==> config.mk <==
export PLATFORM = sky130hd
export DESIGN_NAME = ppu_vram_sched
export DESIGN_NICKNAME = d
export VERILOG_FILES = /design/src/rtl/gameconsole_pkg.sv /design/src/rtl/video_timing_gen.sv /design/src/rtl/ppu_vram_sched.sv
export SDC_FILE = /design/constraint.sdc
export NUM_CORES = 1
export LEC_CHECK = 0
export BUFFER_PORTS_ARGS = -buffer_cell sky130_fd_sc_hd__buf_4
export CAP_MARGIN = 20
export CORE_ASPECT_RATIO = 1.4
export CORE_MARGIN = 4
export CORE_UTILIZATION = 39
export DETAILED_ROUTE_END_ITERATION = 10
export PLACE_DENSITY = 0.8
export RECOVER_POWER = 100
export SLEW_MARGIN = 20
export SYNTH_ARGS = -nofsm -noshare
export SYNTH_HDL_FRONTEND = slang
export SYNTH_SLANG_ARGS = --single-unit
==> constraint.sdc <==
create_clock -name clk -period 2.7 [get_ports clk]
set_clock_uncertainty 0.15 [all_clocks]
set_input_delay 0.54 -clock clk [delete_from_list [all_inputs] [get_ports clk]]
set_output_delay 0.54 -clock clk [all_outputs]
set_load 0.01 [all_outputs]
==> src/rtl/gameconsole_pkg.sv <==
// Shared console constants and the VRAM scheduler types.
package gameconsole_pkg;

  localparam int SCREEN_W      = 320;
  localparam int SCREEN_HBLANK = 80;
  localparam int SCREEN_H      = 240;
  localparam int SCREEN_VBLANK = 80;
  localparam int TILE_ADDR_W   = 15;
  localparam int TILE_DATA_W   = 8;

  localparam int H_TOTAL = SCREEN_W + SCREEN_HBLANK;
  localparam int V_TOTAL = SCREEN_H + SCREEN_VBLANK;

  typedef enum logic [1:0] {OWN_NONE, OWN_REN, OWN_CPU} vram_owner_t;
  typedef enum logic {SCHED_IDLE, SCHED_CPU_DONE} vram_sched_state_t;

endpackage

==> src/rtl/video_timing_gen.sv <==
// Raster counters, blank decodes and the start-of-vblank pulse; shared with scan-out.
module video_timing_gen #(
  parameter int H_ACTIVE = 320,
  parameter int H_BLANK  = 80,
  parameter int V_ACTIVE = 240,
  parameter int V_BLANK  = 80
) (
  input  logic       clk,
  input  logic       rst,
  output logic [8:0] hcnt,
  output logic [8:0] vcnt,
  output logic       hblank,
  output logic       vblank,
  output logic       vblank_irq
);
  localparam int HT = H_ACTIVE + H_BLANK;
  localparam int VT = V_ACTIVE + V_BLANK;

  logic h_wrap, v_wrap;
  assign h_wrap = (hcnt == 9'(HT - 1));
  assign v_wrap = (vcnt == 9'(VT - 1));

  always_ff @(posedge clk) begin
    if (rst) begin
      hcnt       <= '0;
      vcnt       <= '0;
      vblank_irq <= 1'b0;
    end else begin
      hcnt <= h_wrap ? '0 : hcnt + 9'd1;
      if (h_wrap) vcnt <= v_wrap ? '0 : vcnt + 9'd1;
      // Look one cycle ahead so the pulse lands exactly on hcnt==0, vcnt==V_ACTIVE.
      vblank_irq <= h_wrap && (vcnt == 9'(V_ACTIVE - 1));
    end
  end

  assign hblank = (hcnt >= 9'(H_ACTIVE));
  assign vblank = (vcnt >= 9'(V_ACTIVE));

endmodule

==> src/rtl/ppu_vram_sched.sv <==
// Tile RAM arbiter: renderer always wins, CPU fills idle (optionally blank-only) cycles.
module ppu_vram_sched
  import gameconsole_pkg::*;
#(
  parameter int H_ACTIVE = SCREEN_W,
  parameter int H_BLANK  = SCREEN_HBLANK,
  parameter int V_ACTIVE = SCREEN_H,
  parameter int V_BLANK  = SCREEN_VBLANK,
  parameter int ADDR_W   = TILE_ADDR_W,
  parameter int DATA_W   = TILE_DATA_W
) (
  input  logic              clk,
  input  logic              rst,
  input  logic              cfg_cpu_blank_only,
  input  logic              ren_req,
  input  logic [ADDR_W-1:0] ren_addr,
  output logic              ren_rvalid,
  output logic [DATA_W-1:0] ren_rdata,
  input  logic              cpu_req,
  input  logic              cpu_we,
  input  logic [ADDR_W-1:0] cpu_addr,
  input  logic [DATA_W-1:0] cpu_wdata,
  output logic              cpu_ack,
  output logic [DATA_W-1:0] cpu_rdata,
  output logic              mem_en,
  output logic              mem_we,
  output logic [ADDR_W-1:0] mem_addr,
  output logic [DATA_W-1:0] mem_wdata,
  input  logic [DATA_W-1:0] mem_rdata,
  output logic [8:0]        hcnt,
  output logic [8:0]        vcnt,
  output logic              hblank,
  output logic              vblank,
  output logic              vblank_irq
);
  vram_sched_state_t state;
  vram_owner_t       owner;
  logic              cpu_rd_q;
  logic              blank_ok, ren_go, cpu_go;

  video_timing_gen #(
    .H_ACTIVE(H_ACTIVE), .H_BLANK(H_BLANK), .V_ACTIVE(V_ACTIVE), .V_BLANK(V_BLANK)
  ) u_timing (
    .clk(clk), .rst(rst), .hcnt(hcnt), .vcnt(vcnt),
    .hblank(hblank), .vblank(vblank), .vblank_irq(vblank_irq)
  );

  // Issue is gated by rst so the RAM sees nothing while reset is held.
  assign blank_ok = !cfg_cpu_blank_only || hblank || vblank;
  assign ren_go   = !rst && ren_req;
  assign cpu_go   = !rst && !ren_req && (state == SCHED_IDLE) && cpu_req && blank_ok;

  always_comb begin
    mem_en    = ren_go || cpu_go;
    mem_we    = cpu_go && cpu_we;
    mem_addr  = '0;
    mem_wdata = '0;
    if (ren_go) begin
      mem_addr = ren_addr;
    end else if (cpu_go) begin
      mem_addr = cpu_addr;
      if (cpu_we) mem_wdata = cpu_wdata;
    end
  end

  always_ff @(posedge clk) begin
    if (rst) begin
      state    <= SCHED_IDLE;
      owner    <= OWN_NONE;
      cpu_rd_q <= 1'b0;
    end else begin
      // CPU_DONE is the ack cycle and always falls back to IDLE.
      state    <= cpu_go ? SCHED_CPU_DONE : SCHED_IDLE;
      owner    <= ren_go ? OWN_REN : (cpu_go ? OWN_CPU : OWN_NONE);
      cpu_rd_q <= cpu_go && !cpu_we;
    end
  end

  assign ren_rvalid = !rst && (owner == OWN_REN);
  assign ren_rdata  = ren_rvalid ? mem_rdata : '0;
  assign cpu_ack    = !rst && (owner == OWN_CPU);
  assign cpu_rdata  = (cpu_ack && cpu_rd_q) ? mem_rdata : '0;

endmodule

== Word-level counts from Yosys, hierarchy flattened ==
Cells that the tools add are included.

* Flip-flop bits (word level): 23
* Output and inout bits: 64
* Word-level logic and storage cells: 48

* $add $sub $neg: 2
* Magnitude comparators: 2
* Eq/ne operators: 5
* Mux-type cells: 11
* Bitwise operators: 1
* Reductions and logical operators: 20

{| class="wikitable"
|+ Operators by type and width
! cell !! count
|-
| $mux 8 || 5
|-
| $mux 15 || 2
|-
| $add 9x1->9 const B || 2
|-
| $eq 9x9->1 const B || 2
|-
| $logic_and 1x1->1 || 11
|-
| $eq 9x8->1 const B || 1
|-
| $ge 9x8->1 const B || 1
|-
| $ge 9x9->1 const B || 1
|-
| $mux 9 || 1
|-
| $logic_not 1->1 || 4
|-
| $reduce_or 2->1 || 2
|-
| $logic_or 1x1->1 || 3
|-
| $eq 2x1->1 const B || 1
|-
| $eq 2x2->1 const B || 1
|-
| $mux 1 || 2
|-
| $mux 2 || 1
|-
| $not 1->1 || 1
|}

== Depth between registers and ports, before layout ==
Gate-level depths: netlist of run 1.

* Depth after elaboration: 7
* Gate-level depth with buffers: 6

== By module ==
A second synthesis of run 1 with hierarchy kept.

* Cell total of the unflattened synthesis: 200
* Area total of the unflattened synthesis: 1726.7 um^2

{| class="wikitable"
|+ Modules (own cells, without submodules)
! module !! times used !! cells an instance !! area each (um^2) !! seq. area each (um^2)
|-
| video_timing_gen || 1 || 108 || 940.9 || 380.4
|-
| ppu_vram_sched || 1 || 92 || 785.8 || 80.1
|}

== Least setup slack after synthesis of run 1 ==
Ideal clock, no wire load.

* Path kind: input to output
* Start point: input port rst
* End point: output port mem_wdata[7]
* Data arrival time: 1.805 ns
* Data required time: 2.010 ns
* Setup slack: 0.205 ns
* Cell stages on the path: 5
* Path buffers: 2
* Cells stage by stage: buf_6 -> or4b_4 -> a31oi_4 -> buf_6 -> and3_1

* Cells in the longest elaborated chain, start to end: 7

{| class="wikitable"
|+ RTL lines
! item !! RTL line !! text
|-
| start, declared || ppu_vram_sched.sv:13 || <nowiki>input logic rst,</nowiki>
|-
| $logic_not 1->1 (*) || ppu_vram_sched.sv:50, ppu_vram_sched.sv:51 ||
|-
| $logic_and 1x1->1 (4 in a row) || ppu_vram_sched.sv:51 || <nowiki>assign cpu_go = !rst && !ren_req && (state == SCHED_IDLE) && cpu_req && blank_ok;</nowiki>
|-
| $mux 8 || ppu_vram_sched.sv:60 || <nowiki>end else if (cpu_go) begin</nowiki>
|-
| $mux 8 (*) || ppu_vram_sched.sv:58 || <nowiki>if (ren_go) begin</nowiki>
|-
| end, declared || ppu_vram_sched.sv:28 || <nowiki>output logic [DATA_W-1:0] mem_wdata,</nowiki>
|}

Mark *: on every way between the ends. The rest lies on a longest branch, timed or not.

== Worst setup path in the final report of run 1 ==
* Start point: input port ren_req
* End point: output port mem_wdata[6]

* Cells in the longest elaborated chain, start to end: 7

{| class="wikitable"
|+ RTL lines
! item !! RTL line !! text
|-
| start, declared || ppu_vram_sched.sv:15 || <nowiki>input logic ren_req,</nowiki>
|-
| $logic_not 1->1 || ppu_vram_sched.sv:51 ||
|-
| $logic_and 1x1->1 (4 in a row) || ppu_vram_sched.sv:51 ||
|-
| $mux 8 || ppu_vram_sched.sv:60 ||
|-
| $mux 8 (*) || ppu_vram_sched.sv:58 ||
|}

Marked as above.

==> results of run 1 <==
==> cells by family after synthesis <==
| kind of cell | share of synthesized area |
|---|---|
| xor gates and xnor gates | 0.0678 |
| muxes | 0.0211 |
| adders and majority gates | 0.0352 |
| AOI/OAI and AO/OA | 0.153 |
| and+or+nand+nor | 0.329 |
| buffers and inverters | 0.0695 |
| DFF | 0.324 |
==> layer usage <==
layer	up-vias	share of wire
met1	787	0.34
met2	86	0.54
met3	4	0.11
met5	-	0
li1	832	-
met4	0	0.012
==> per-stage QoR <==
stage | cell area, µm² | hold slack (ps)
after floorplan | 1420 | 346
after global placement | 2320 | 367
after detailed placement | 2320 | 373
after CTS | 2370 | 334
after global routing | 2170 | 334
final | 2170 | 340
==> where the power goes <==
part / leakage [nW] / total, W / switching (W) / internal, W
logic: 0.762 / 0.000136 / 0.0000541 / 0.0000822
clock network: 0.0255 / 0.000211 / 0.000108 / 0.000103
registers: 0.186 / 0.000352 / 0.00000711 / 0.000345
total: 0.973 / 0.000699 / 0.000170 / 0.000530
==> critical path: stages <==
cell and delay [ps]:
buf_4 120, or4b_4 550, a31oi_4 180, buf_12 180, and3_1 160, clkbuf_1 160
==> layout make-up <==
| cell class | instances | area, µm² |
|---|---|---|
| Multi-Input combinational cell | 125 | 860 |
| Sequential cell | 23 | 460 |
| Clock inverter | 1 | 5.00 |
| Timing Repair Buffer | 120 | 719 |
| Clock buffer | 3 | 41.3 |
| Fill cell | 366 | 1270 |
| Inverter | 10 | 37.5 |
| Tap cell | 40 | 50.0 |
==> path summary, 6_finish.rpt <==
path,from,end,slack [ps],cells past startpoint
max,ren_req,mem_wdata[6],120,6
min,cpu_we,cpu_rd_q,340,2
max reg2reg,u_timing.hcnt[0],u_timing.vcnt[3],380,5
min reg2reg,state,owner[1],380,2
==> cell usage in the layout (no fill, tap or decap), types with 3 or more instances in the layout <==
master    synthesis  final
a21oi_1           3      3
a22o_1           15     15
and2_0            0      4
and2_1            9      5
and3_1           17     17
buf_4             0     61
clkbuf_1          6     45
clkbuf_2          0     10
clkbuf_4          0      3
clkbuf_8          0      3
dfxtp_1          23     23
ha_1              4      4
inv_1            10     10
mux2i_1           3      3
nand2_1           3      3
nand3_1           6      6
nand4_1           5      5
nor2_1           14     15
nor2b_1           3      3
nor3_1            8      8
nor3b_1           3      3
nor4_1            5      5
xnor2_1           9      9
==> sequential cells by signal (all words and copies together) (netlist names) <==
register             flops
u_timing.hcnt            9
owner                    2
u_timing.vcnt            9
u_timing.vblank_irq      1
state                    1
cpu_rd_q                 1
==> results.py, run 1 <==
metrics = {
    "yosys": {
        "synth_area_per_cell_um2": 8.46,
        "synth_top_area_cell": "dfxtp_1",
        "synth_edf_count": 0,
        "synth_common_cells": "dfxtp_1, and3_1, a22o_1",
        "synth_top_area_share": 0.324,
        "synthFlopType": "dfxtp_1",
        "synth.yosys.seq_area_share": 0.324,
        "synth_area_leaders": "dfxtp_1, a22o_1, and3_1",
        "ys_ff_latch": 23,
        "synth.distinct_cells": 36,
        "yosys_warnings": 0,
        "synth.most_common_cell": "dfxtp_1",
        "syn_inst": 168,
        "ys_async_sr_fraction": 0,
        "syn-cell-area_um2": 1420,
        "syn-num-nets": 224,
    },
    "detailed_routing": {
        "viasPerCell": 5.31,
        "vias": 1709,
        "dr.pass1.iters": 4,
        "wl_per_cell_um": 14.6,
        "finalWirelength_um": 4700,
        "drcViolationCount": 0,
        "ant_nets": 0,
        "first_iter_violations": 54,
    },
    "placed_design": {
        "dp_slack_ps": 156,
        "dpl.hpwl_um": 3940,
        "io_buffers": 115,
        "gp_congestion": 0.888,
        "numPlacedInstances": 318,
    },
    "timing": {
        "period_needed_ps": 2580,
        "hold_violations": 0,
        "fin_setup_tns_ps": 0,
        "rsz0062_at_grt": "no",
        "min_period_over_period": 0.957,
        "drv_slew": 0,
        "fin_ws_ps": 117,
        "max_freq_mhz": 387,
        "slew_headroom": 0.519,
        "tightest_slew_ps": 718,
        "finalSetupViolations": 0,
    },
    "setup_path": {
        "crit_type": "in -> out",
        "crit_arrival_ps": 1890,
        "crit_path_end_kind": "primary output",
        "cp-start-kind": "input port",
        "critPathMaxFanout": 27,
        "required_ps": 2010,
    },
    "die": {
        "die_x_um": 59.0,
        "start_util": 0.413,
        "core_um2": 3440,
        "dieArea_um2": 4690,
        "io_pins": 116,
        "die_h_um": 79.4,
        "core.rowCount": 25,
    },
    "grt": {
        "gr-usage-met1": 0.229,
        "gr-max-usage-layer": "met2",
        "grt_pass1_wl_um": 7690,
        "grt_max_degree": 28,
        "grtUsageMet3": 0.0728,
        "grt_pass1_vias": 1765,
        "grt_antenna_before_repair": 0,
        "met2_usage": 0.361,
        "overflow": 0,
        "grt_util_all_layers": 0.208,
    },
    "clocking": {
        "cts-resized-gates": 0,
        "cts_buffers": 3,
        "cts_setup_buffers": 0,
        "tritoncts": "yes",
        "clock-root-buffer": "clkbuf_8",
        "clkTransAtPathRegs_ps": 80,
        "htreeDepth": 1,
        "hold_buffers": 0,
        "cts.sinks": 23,
        "clk_path_buf_depth": 2,
        "clk_latency_ps": 260,
    },
    "layout": {
        "num_antenna_cells": 0,
        "final_core_util": 0.632,
        "layout-drive-gt1-share": 0.287,
        "final-instance-count-excl-fill": 322,
        "area_growth_pct": 52.9,
        "final_net_count": 339,
    },
    "power": {
        "power_leakage_nw": 0.973,
        "vdd_drop_max_uv": 258,
        "power_density_nw_per_um2": 322,
        "finalPower_w": 0.000699,
    },
    "hold_path": {
        "hold_class": "in -> reg",
    },
    "flow_run": {
        "max_cap_viol_count": 0,
    },
    "outcome": {
        "status": "completed",
    },
}
Note: power is estimated with default switching activity, not from simulation.
==> run 2, diff against run 1 <==
--- a/config.mk
+++ b/config.mk
@@ -7,9 +7,11 @@
 export LEC_CHECK = 0
 export BUFFER_PORTS_ARGS = -buffer_cell sky130_fd_sc_hd__buf_4
 export CAP_MARGIN = 20
+export CELL_PAD_IN_SITES_DETAIL_PLACEMENT = 0
+export CELL_PAD_IN_SITES_GLOBAL_PLACEMENT = 1
 export CORE_ASPECT_RATIO = 1.4
 export CORE_MARGIN = 4
-export CORE_UTILIZATION = 39
+export CORE_UTILIZATION = 26
 export DETAILED_ROUTE_END_ITERATION = 10
 export PLACE_DENSITY = 0.8
 export RECOVER_POWER = 100
==> results.py, run 2 (synthesized netlist as in run 1, its figures left out) <==
metrics = {
    "setup_path": {
        "reg2reg_depth": 6,
        "cp_top_family": "simple AND/OR/NAND/NOR gates",
        "critPathMaxFanout": 27,
        "critPathBufInv": 3,
        "max_stage_delay_ps": 550,
        "crit_path_cell_trace": "buf_4, or4b_4, a31oi_4, buf_12, and3_1, clkbuf_1",
        "cp-start-kind": "input port",
        "crit_type": "in -> out",
        "required_ps": 2010,
        "crit_arrival_ps": 1880,
        "cp_slowest_cell": "or4b_4",
        "crit_path_end_kind": "primary output",
        "critical_path_depth": 6,
    },
    "clocking": {
        "cts.sinks": 23,
        "clkTransAtPathRegs_ps": 80,
        "clk_latency_ps": 260,
        "cts_buffers": 3,
        "cts_setup_buffers": 0,
        "htreeDepth": 1,
        "clock-root-buffer": "clkbuf_8",
        "tritoncts": "yes",
        "clk_path_buf_depth": 2,
        "hold_buffers": 0,
        "cts-resized-gates": 0,
    },
    "grt": {
        "grt_pass1_vias": 1645,
        "grt_pass1_wl_um": 7360,
        "grt_util_all_layers": 0.132,
        "overflow": 0,
        "grt_antenna_before_repair": 0,
        "grt_max_degree": 28,
    },
    "hold_path": {
        "hold_class": "in -> reg",
        "worstHoldPathCells": 2,
    },
    "timing": {
        "hold_violations": 0,
        "fin_setup_tns_ps": 0,
        "tightest_slew_ps": 384,
        "max_freq_mhz": 389,
        "slew_headroom": 0.743,
        "finalSetupViolations": 0,
        "min_period_over_period": 0.953,
        "period_needed_ps": 2570,
        "rsz0062_at_grt": "no",
        "drv_slew": 0,
    },
    "power": {
        "p_comb_frac": 0.192,
        "p_clk_frac": 0.302,
        "vdd_drop_max_uv": 138,
        "finalPower_w": 0.000695,
        "seqPwrFrac": 0.505,
        "power_density_nw_per_um2": 314,
        "p_sw_w": 0.000166,
        "power_leakage_nw": 0.949,
        "swShare": 0.238,
        "power.internal_w": 0.000529,
    },
    "detailed_routing": {
        "first_iter_violations": 75,
        "viasPerCell": 4.75,
        "wl_per_cell_um": 13.5,
        "ant_nets": 0,
        "vias": 1661,
        "finalWirelength_um": 4740,
        "dr.pass1.iters": 4,
        "drcViolationCount": 0,
    },
    "layout": {
        "largest_registers": "u_timing.hcnt: 9 flops, u_timing.vcnt: 9 flops, owner: 2 flops",
        "layout-drive-gt1-share": 0.257,
        "area_growth_pct": 55.5,
        "final_net_count": 341,
        "num_antenna_cells": 0,
        "mostFrequentLayoutCells": "buf_4, clkbuf_1, dfxtp_1, and3_1",
        "final-instance-count-excl-fill": 350,
        "final_common_cell": "buf_4",
        "nFillCells": 615,
        "final_core_util": 0.422,
    },
    "outcome": {
        "status": "completed",
    },
    "placed_design": {
        "dpl.hpwl_um": 3830,
        "gp_congestion": 0.737,
        "numPlacedInstances": 346,
        "io_buffers": 115,
    },
    "flow_run": {
        "max_cap_viol_count": 0,
    },
    "die": {
        "io_pins": 116,
        "die_x_um": 70.5,
        "core_um2": 5240,
        "die_h_um": 95.5,
        "dieArea_um2": 6730,
        "core.rowCount": 31,
        "start_util": 0.271,
    },
}
[run 2: layer usage]
metal	part of all wire	up-vias	routed length, µm	track usage
met5	0	-	0	0
met4	0.0076	0	36	0.0431
met3	0.065	2	306	0.0274
met2	0.54	61	2560	0.234
met1	0.39	763	1840	0.158
li1	-	835	-	-
[run 2: final timing paths]
kind / slack, ps / start / endpoint
min reg2reg: 370 / state / owner[1]
max reg2reg: 450 / u_timing.hcnt[0] / u_timing.vcnt[1]
min: 330 / cfg_cpu_blank_only / owner[1]
max: 130 / ren_req / mem_wdata[5]
[run 2: power groups by stage]
stage	Combinational [W]	Sequential, W	Clock [W]
floorplan	0.0000489	0.000360	0
global placement	0.000150	0.000359	0
detailed placement	0.000151	0.000359	0
CTS	0.000151	0.000351	0.000218
global route	0.000147	0.000353	0.000230
finish	0.000134	0.000351	0.000210
[run 2: cell type report]
type,count,area [µm²],share of cell area
Multi-Input combinational cell,125,860,0.389
Tap cell,66,82.6,0.0374
Timing Repair Buffer,122,726,0.328
Sequential cell,23,460,0.208
Clock buffer,4,45.0,0.0204
Inverter,10,37.5,0.0170
[run 2: worst register-to-register path, delay by kind of cell, from the launching register on]
kind                       cells  cell delay [ps]
adders and majority gates      1              240
buffers and inverters          1              310
DFF                            1              430
muxes                          1              220
and+or+nand+nor                3              790
[run 2: per-stage QoR]
stage               instance area (µm²)  hold WS (ps)  worst slack [ps]
floorplan                          1420           346               205
global placement                   2370           355               174
detailed placement                 2370           360               161
CTS                                2420           323               161
global route                       2210           342              61.7
finish                             2210           333               127
